==> src/rtl/mux_sel_arbiter.sv <==
// mux_sel_arbiter
//   Four-channel round-robin arbiter driving the dual-rail select pair of the
//   downstream 1-bit 4:1 mux. A new selection always spends one SWITCH cycle
//   with Grant/Valid low so the mux output settles before it is advertised.
//
// Parameters
//   HOLD_MAX : maximum consecutive Grant cycles for one requester (>= 1)
//   CNT_W    : hold counter width, 2**CNT_W must exceed HOLD_MAX
//
// Ports
//   Clock    in   rising-edge clock
//   _Reset   in   asynchronous active-low reset
//   Req      in   [3:0] level-sensitive request per channel
//   Select   out  [1:0] true-rail mux select (binary channel index)
//   _Select  out  [1:0] complement-rail mux select, always ~Select
//   Grant    out  [3:0] one-hot grant, zero when idle or switching
//   Valid    out  high while the mux output reflects the granted channel
module mux_sel_arbiter #(
    parameter int unsigned HOLD_MAX = 8,
    parameter int unsigned CNT_W    = 4
) (
    input  logic       Clock,
    input  logic       _Reset,
    input  logic [3:0] Req,
    output logic [1:0] Select,
    output logic [1:0] _Select,
    output logic [3:0] Grant,
    output logic       Valid
);

    localparam logic [1:0] IDLE   = 2'd0;
    localparam logic [1:0] SWITCH = 2'd1;
    localparam logic [1:0] GRANT  = 2'd2;

    localparam logic [CNT_W-1:0] HOLD_LIMIT = CNT_W'(HOLD_MAX);
    localparam logic [CNT_W-1:0] HOLD_ONE   = CNT_W'(1);

    logic [1:0]       state;
    logic [1:0]       pointer;
    logic [CNT_W-1:0] hold_cnt;

    logic [1:0] search_ptr;
    logic       win_hit;
    logic [1:0] win_idx;
    logic       release_now;

    // On a release the pointer update and the search happen on the same edge,
    // so the search must already use Select+1 rather than the stale pointer.
    // That places the current holder last in the scan order.
    always_comb begin
        search_ptr = pointer;
        if (state == GRANT) begin
            search_ptr = Select + 2'd1;
        end
    end

    always_comb begin
        win_hit = 1'b0;
        win_idx = search_ptr;
        for (int unsigned i = 0; i < 4; i++) begin
            if (!win_hit && Req[search_ptr + 2'(i)]) begin
                win_hit = 1'b1;
                win_idx = search_ptr + 2'(i);
            end
        end
    end

    assign release_now = ~Req[Select] | (hold_cnt == HOLD_LIMIT);

    always_ff @(posedge Clock or negedge _Reset) begin
        if (!_Reset) begin
            state    <= IDLE;
            pointer  <= '0;
            hold_cnt <= '0;
            Select   <= '0;
            _Select  <= '1;
            Grant    <= '0;
            Valid    <= 1'b0;
        end else begin
            case (state)
                IDLE: begin
                    if (win_hit) begin
                        Select  <= win_idx;
                        _Select <= ~win_idx;
                        state   <= SWITCH;
                    end
                end

                // The winner is committed here regardless of its current Req;
                // if it has already dropped it is released after one cycle.
                SWITCH: begin
                    Grant    <= 4'b0001 << Select;
                    Valid    <= 1'b1;
                    hold_cnt <= HOLD_ONE;
                    state    <= GRANT;
                end

                GRANT: begin
                    if (!release_now) begin
                        hold_cnt <= hold_cnt + HOLD_ONE;
                    end else begin
                        pointer  <= Select + 2'd1;
                        Grant    <= '0;
                        Valid    <= 1'b0;
                        hold_cnt <= '0;
                        if (win_hit) begin
                            Select  <= win_idx;
                            _Select <= ~win_idx;
                            state   <= SWITCH;
                        end else begin
                            state   <= IDLE;
                        end
                    end
                end

                default: begin
                    state <= IDLE;
                end
            endcase
        end
    end

    // Output invariants the downstream mux relies on.
    a_rail_complement : assert property (@(posedge Clock) disable iff (!_Reset)
        _Select == ~Select);
    a_grant_onehot : assert property (@(posedge Clock) disable iff (!_Reset)
        $onehot0(Grant));
    a_valid_grant : assert property (@(posedge Clock) disable iff (!_Reset)
        Valid == (|Grant));
    a_grant_selected : assert property (@(posedge Clock) disable iff (!_Reset)
        Valid |-> Grant[Select]);

endmodule

==> config.mk <==
export PLATFORM = sky130hd
export DESIGN_NAME = mux_sel_arbiter
export DESIGN_NICKNAME = d
export VERILOG_FILES = /design/src/rtl/mux_sel_arbiter.sv
export SDC_FILE = /design/constraint.sdc
export NUM_CORES = 1
export LEC_CHECK = 0
export CAP_MARGIN = 30
export CORE_UTILIZATION = 50
export CTS_BUF_LIST = sky130_fd_sc_hd__clkbuf_2 sky130_fd_sc_hd__clkbuf_4 sky130_fd_sc_hd__clkbuf_8
export CTS_CLUSTER_DIAMETER = 60
export CTS_CLUSTER_SIZE = 24
export DETAILED_ROUTE_END_ITERATION = 7
export GPL_TIMING_DRIVEN = 0
export PLACE_DENSITY = 0.76
export SYNTH_ARGS = -nofsm -noshare
export SYNTH_HDL_FRONTEND = slang
export SYNTH_SLANG_ARGS = --single-unit
==> constraint.sdc <==
create_clock -name Clock -period 1.75 [get_ports Clock]
set_input_delay 0.35 -clock Clock [delete_from_list [all_inputs] [get_ports Clock]]
set_output_delay 0.35 -clock Clock [all_outputs]
set_load 0.03 [all_outputs]
==> results.md, run 1 <==
* Layout cells sized above 1 at 31.8%
* Tmin final at 1.77 ns
* # hold bufs at CTS at 0
* Crit Path Max Fanout at 5
* CTS root buf: clkbuf_4
* Critical path arrival at 1.94 ns
* Type of the most critical hold path: reg -> reg
* Clock buffer count from CTS at 3
* Syn_area_per_cell at 10.2 sq um
* Sequential element share of the synthesized area at 42.0%
* Pins Over Slew Limit at 0
* Peak supply drop at 1.45 mV
* DR iter-0 viols at 22
* Final Core Density at 75.1%
* Reg2reg path depth at 3
* Clock Skew at 0.00805 ns
* Row cnt at 15
* Vias/cell at 5.45
* Core Box Area at 0.00182 sq mm
* Die height at 47.2 um
* Gr usage total at 22.7%
* Pin count of the biggest net entering global routing at 18
* Slew @ Worst Pin at 0.745 ns
* Critical path class: reg -> reg
* Violated checks: negative setup slack
* Adder-cell share of the synthesized area at 12.3%
* Worst path required time at 1.92 ns
* CP Launch Type: flop
* Power Dens Cells at 1940 mW/mm^2
* Fmax at 0.565 GHz
* MaxCap Viol Count at 0
* YS warnings at 0
* Via count at 839
* Final hold vios at 0
* Starting Density at 56.0%
* Post-synth EDFFs at 0
* DRC viols at 0
* Simple-gate share of the synthesized area at 15.7%
* CTS clk-pin slew, worst paths at 0.10 ns
* Clock sink count at 17
* Nets at 146
* Synth cell types at 31
* Hold_sp: Grant[2]$_DFFE_PN0P_
* Area growth syn-to-layout at 34.1%
* R2R Setup Slk at -0.02 ns
* Status: finished with violations
* Final Total Pwr at 2650 uW
* Die Wd at 47.2 um
* CTS tree: built
* Compound-Gate Fraction of Synth Area at 16.0%
* Top_reg_cell synth: dfrtp_1
* Via count of the first global-routing pass at 738
* RSZ-0062 raised after global routing: true
* Endpoint class of the critical path: flop
* Share of the synthesized area in the top cell type at 36.8%
* Count leader, synth: nand2_1
* Initial DRT Pass Iterations at 4
* Drt wl/cell at 13.9 um
* Multiplexer share of the synthesized area at 7.98%
* Ys async rst share at 100%
* Commonest cells post-synth: nand2_1 (17), dfrtp_1 (15), ha_1 (10), inv_1 (10), nand3b_1 (5)
* Initial antenna violation count at 0
* Reg-to-Reg End: Select[1]$_DFFE_PN0P_
* First-pass GRT wire length at 3310 um
* Yosys reg bits at 17
* Slew headroom at 50.2%
* Congestion Overflow GR at 0
* Port Buffers at 14
* Largest family of logic cells by synthesized area: compound AO/OA/AOI/OAI gates
* Tcrit/Tclk final at 101%
* Post-DRT Antenna Nets at 0
* Final setup margin at -0.0201 ns
* Number of diodes at 0
* Synth top area cells: dfrtp_1 (37%), ha_1 (12%), nand2_1 (6.3%)
* Final WL at 2150 um
* DP Wirelength at 1460 um
* Synthesized area at 0.00102 sq mm
* Post-synth net total at 116
* Maximum clock insertion buffer count at 2
* Hold Crit Endpoint: Grant[2]$_DFFE_PN0P_
* H-tree depth reported by CTS at 1
* I/O pin total at 15
* Worst Hold Path Cells at 2
* Static Leak at 0.000638 uW
* Worst R2R Start: Select[0]$_DFFE_PN0P_
* XOR/XNOR share of the synthesized area at 1.72%
* Endpoints failing setup at 1
* Post-Syn Instances at 100
* Placer Congestion at 0.826
* Clk_lat worst skew at 0.29 ns
* Die ar. at 0.00222 sq mm
* Cell taking the most area after synthesis: dfrtp_1
worst max-delay path by stage:
stage | startpoint | endpoint | cells past startpoint
global placement | Req[0] | Select[1]$_DFFE_PN0P_ | 4
CTS | Select[0]$_DFFE_PN0P_ | Select[1]$_DFFE_PN0P_ | 3
floorplan | Select[0]$_DFFE_PN0P_ | Select[1]$_DFFE_PN0P_ | 3
finish | Select[0]$_DFFE_PN0P_ | Select[1]$_DFFE_PN0P_ | 3
detailed placement | Req[0] | Select[1]$_DFFE_PN0P_ | 4
global route | hold_cnt[0]$_DFFE_PN0P_ | _Select[0]$_DFFE_PN1P_ | 7
worst max-delay path: stages, from the launching register on:
cell,delay (ns)
dfrtp_2,0.41
mux4_2,0.56
a311oi_4,0.36
mux2_4,0.34
metal layers:
metal,vias up,wire length [um],global-route usage [%]
met4,0,27,8.57
met5,-,0,0
met2,25,1070,38.6
li1,413,-,-
met3,2,111,5.77
met1,399,938,27.6
timing repair:
action                                  CTS  global route
cloned                                    0             0
endpoints found under the hold margin     0             0
gates resized for setup                  12            13
pin swaps                                 2             2
buffers inserted                          6             6
endpoints found under the setup margin   10             8
flip-flops by register name, summed over array words and instances, names as in the netlist:
register / count
Grant: 4
Select: 2
Valid: 1
_Select: 2
hold_cnt: 4
pointer: 2
state: 2
layout make-up:
cell class	instances	area [sq um]
multi-input combinational	71	609
fill	139	453
clock buffer	4	30.0
tap	25	31.3
sequential	17	430
timing repair buffer	25	216
buffer	2	12.5
inverter	10	37.5
power by group:
part           leakage [uW]  total, uW  internal [uW]  switching, uW
registers          0.000206        706            582            124
clock network     0.0000184        228            104            124
logic              0.000413       1720            807            912
cell families (layout without fill, tap and decap cells):
group | after synthesis | in the layout
AOI/OAI and AO/OA | 20 | 20
xor gates and xnor gates | 2 | 2
adders and majority gates | 10 | 10
buffers and inverters | 12 | 41
DFF | 17 | 17
muxes | 6 | 6
and+or+nand+nor | 33 | 33
placed cells by master, fill, tap and decap left out, types with 2 or more instances in the layout:
cell type,n
nand2_1,16
dfrtp_1,13
buf_4,11
inv_1,8
ha_1,8
dlygate4sd2_1,7
clkdlybuf4s50_1,6
nand3b_1,5
clkbuf_4,5
a31oi_1,4
a21oi_1,4
nor2_1,3
mux2_2,3
dfrtp_2,2
inv_2,2
a31o_2,2
xor2_1,2
nand2b_1,2
ha_4,2
dfstp_2,2
metrics by stage:
stage	hold slack [ns]	TNS (ns)	area (sq um)	std cells	setup slack [ns]
4_1_cts	0.479	-0.364	1290	149	-0.116
3_5_place_dp	0.455	-5.32	1190	139	-0.641
2_1_floorplan	0.0544	-0.435	1020	100	-0.188
3_3_place_gp	0.451	-5.09	1190	139	-0.635
5_1_grt	0.504	-0.419	1370	154	-0.133
6_report	0.471	-0.0201	1370	154	-0.0201
Power figures use the tool's default switching activity.
==> run 2: changes to the inputs <==
--- a/config.mk
+++ b/config.mk
@@ -6,6 +6,7 @@
 export NUM_CORES = 1
 export LEC_CHECK = 0
 export CAP_MARGIN = 30
+export CORE_MARGIN = 2
 export CORE_UTILIZATION = 50
 export CTS_BUF_LIST = sky130_fd_sc_hd__clkbuf_2 sky130_fd_sc_hd__clkbuf_4 sky130_fd_sc_hd__clkbuf_8
 export CTS_CLUSTER_DIAMETER = 60
==> results.md, run 2 (synthesis gave the netlist of run 1 again) <==
* Row cnt at 16
* Critical path arrival at 2.02 ns
* Layout cells sized above 1 at 34.1%
* CTS tree: built
* Slowest stage delay, CP at 0.56 ns
* Biggest regs: Grant x4, hold_cnt x4
* Pin count of the biggest net entering global routing at 18
* Fin Setup TNS at -0.216 ns
* Via count at 859
* Post-Place Worst Slack at -0.658 ns
* MaxCap Viol Count at 0
* Initial DRT Pass Iterations at 4
* Worst path required time at 1.93 ns
* Switching Fraction at 44.8%
* Endpoints failing setup at 4
* I/O pin total at 15
* CP Launch Type: flop
* Final instance area at 0.00139 sq mm
* Clock Skew at 0.00407 ns
* Status: finished with violations
* Power Dens Cells at 1980 mW/mm^2
* Die height at 49.2 um
* Placer Congestion at 0.814
* R2R Setup Slk at -0.09 ns
* Die Wd at 49.2 um
* Type of the most critical hold path: reg -> reg
* Starting Density at 52.5%
* Reg2reg path depth at 3
* H-tree depth reported by CTS at 1
* Via count of the first global-routing pass at 924
* DRC viols at 0
* Crit path from: Select[0]$_DFFE_PN0P_
* Sequential power share at 26.5%
* RSZ-0062 raised after global routing: true
* Clock sink count at 17
* CTS root buf: clkbuf_4
* Peak supply drop at 1.17 mV
* Vias/cell at 5.51
* Final Core Density at 71.5%
* Number of diodes at 0
* Slew @ Worst Pin at 0.773 ns
* Worst R2R Start: Select[0]$_DFFE_PN0P_
* Post-DP Area at 0.00120 sq mm
* Static Leak at 0.000630 uW
* Final WL at 2460 um
* Final setup margin at -0.0917 ns
* Worst-path cell chain: mux4_2 > a311oi_4 > mux2_4
* Drt wl/cell at 15.8 um
* Nets at 146
* Fmax at 0.543 GHz
* Maximum clock insertion buffer count at 2
* Most frequent cells in the layout: nand2_1 (16), dfrtp_1 (13), buf_4 (10)
* CTS clk-pin slew, worst paths at 0.10 ns
* Switch Pwr at 1230 uW
* Gr usage total at 21.9%
* Critical path's slowest cell: mux4_2
* CP Capture Point: Select[1]$_DFFE_PN0P_
* Core Box Area at 0.00194 sq mm
* Clk_lat worst skew at 0.29 ns
* Congestion Overflow GR at 0
* First-pass GRT wire length at 4120 um
* DR iter-0 viols at 16
* Endpoint class of the critical path: flop
* Clock power share at 8.3%
* Pint at 1520 uW
* Clock buffer count from CTS at 3
* Die ar. at 0.00242 sq mm
* DP Wirelength at 1560 um
* Reg-to-Reg End: Select[1]$_DFFE_PN0P_
* Crit Path Max Fanout at 5
* Slew headroom at 48.3%
* Fill cells at 162
* Commonest non-fill, non-tap cell in the layout: nand2_1
* Post-DRT Antenna Nets at 0
* Pins Over Slew Limit at 0
* Critical path class: reg -> reg
* Initial antenna violation count at 0
* Violated checks: negative setup slack
* Tmin final at 1.84 ns
* Tcrit/Tclk final at 105%
* Final hold vios at 0
* Final Total Pwr at 2740 uW
* Area growth syn-to-layout at 36.1%
* Combinational power share at 65.1%
* Port Buffers at 14
==> run 2: cell types whose count changed in the layout (fill, tap and decap cells not counted), sizes merged <==
cell	previous run	this run
dlygate4sd2	7	8
dlymetal6s2s	1	0
==> run 2: area by class of cell <==
cell class              instances  area, sq um  area share [%]
plain buffers                   2         10.0           0.721
clock buffers                   4         30.0            2.16
inverters                      10         37.5            2.71
multi-input cells              71          629            45.4
flip-flops and latches         17          430            31.0
well taps                      27         33.8            2.43
repair buffers                 25          216            15.6
==> run 2: repair_timing <==
item                                    4_1_cts  5_1_grt
setup buffers                                 5        6
endpoints found under the setup margin       11        8
pin swaps                                     3        3
hold buffers                                  0        0
gates resized for setup                      15       14
==> run 2: how the worst min path moves through the flow <==
stage,start,end,slack [ns],cells past startpoint
after detailed placement,Grant[1]$_DFFE_PN0P_,Grant[1]$_DFFE_PN0P_,0.46,2
after CTS,Grant[1]$_DFFE_PN0P_,Grant[1]$_DFFE_PN0P_,0.48,2
after global placement,Grant[0]$_DFFE_PN0P_,Grant[0]$_DFFE_PN0P_,0.45,2
final,Grant[1]$_DFFE_PN0P_,Grant[1]$_DFFE_PN0P_,0.47,2
after global routing,Grant[2]$_DFFE_PN0P_,Grant[2]$_DFFE_PN0P_,0.53,2
after floorplan,_Reset,Grant[0]$_DFFE_PN0P_,0.05,0
==> run 2: power by group through the flow <==
stage                     logic, uW  clock network, uW  registers [uW]
final                          1790                229             728
after CTS                      1550                228             720
after floorplan                 834                  0             868
after global routing           1950                256             752
after global placement         1340                  0             712
after detailed placement       1390                  0             727
==> run 2: metrics by stage <==
step | hold WS [ns] | cells
finish | 0.471 | 156
global route | 0.527 | 156
CTS | 0.478 | 150
detailed placement | 0.456 | 141
global placement | 0.452 | 141
floorplan | 0.0544 | 100
==> run 2: worst max-delay path, delay by kind of cell, from the launching register on <==
kind           cells  cell delay [ns]
flip-flops         1             0.43
multiplexers       2             0.89
AO/OA/AOI/OAI      1             0.42
==> run 2: metal layers <==
| metal | global-route usage (%) | share of wire [%] | wire length [um] | vias to the layer above |
|---|---|---|---|---|
| met4 | 7.62 | 1.6 | 39 | 0 |
| met2 | 39.6 | 56 | 1370 | 13 |
| li1 | - | - | - | 411 |
| met3 | 2.76 | 1.8 | 44 | 4 |
| met1 | 26.4 | 41 | 1000 | 431 |
| met5 | 0 | 0 | 0 | - |
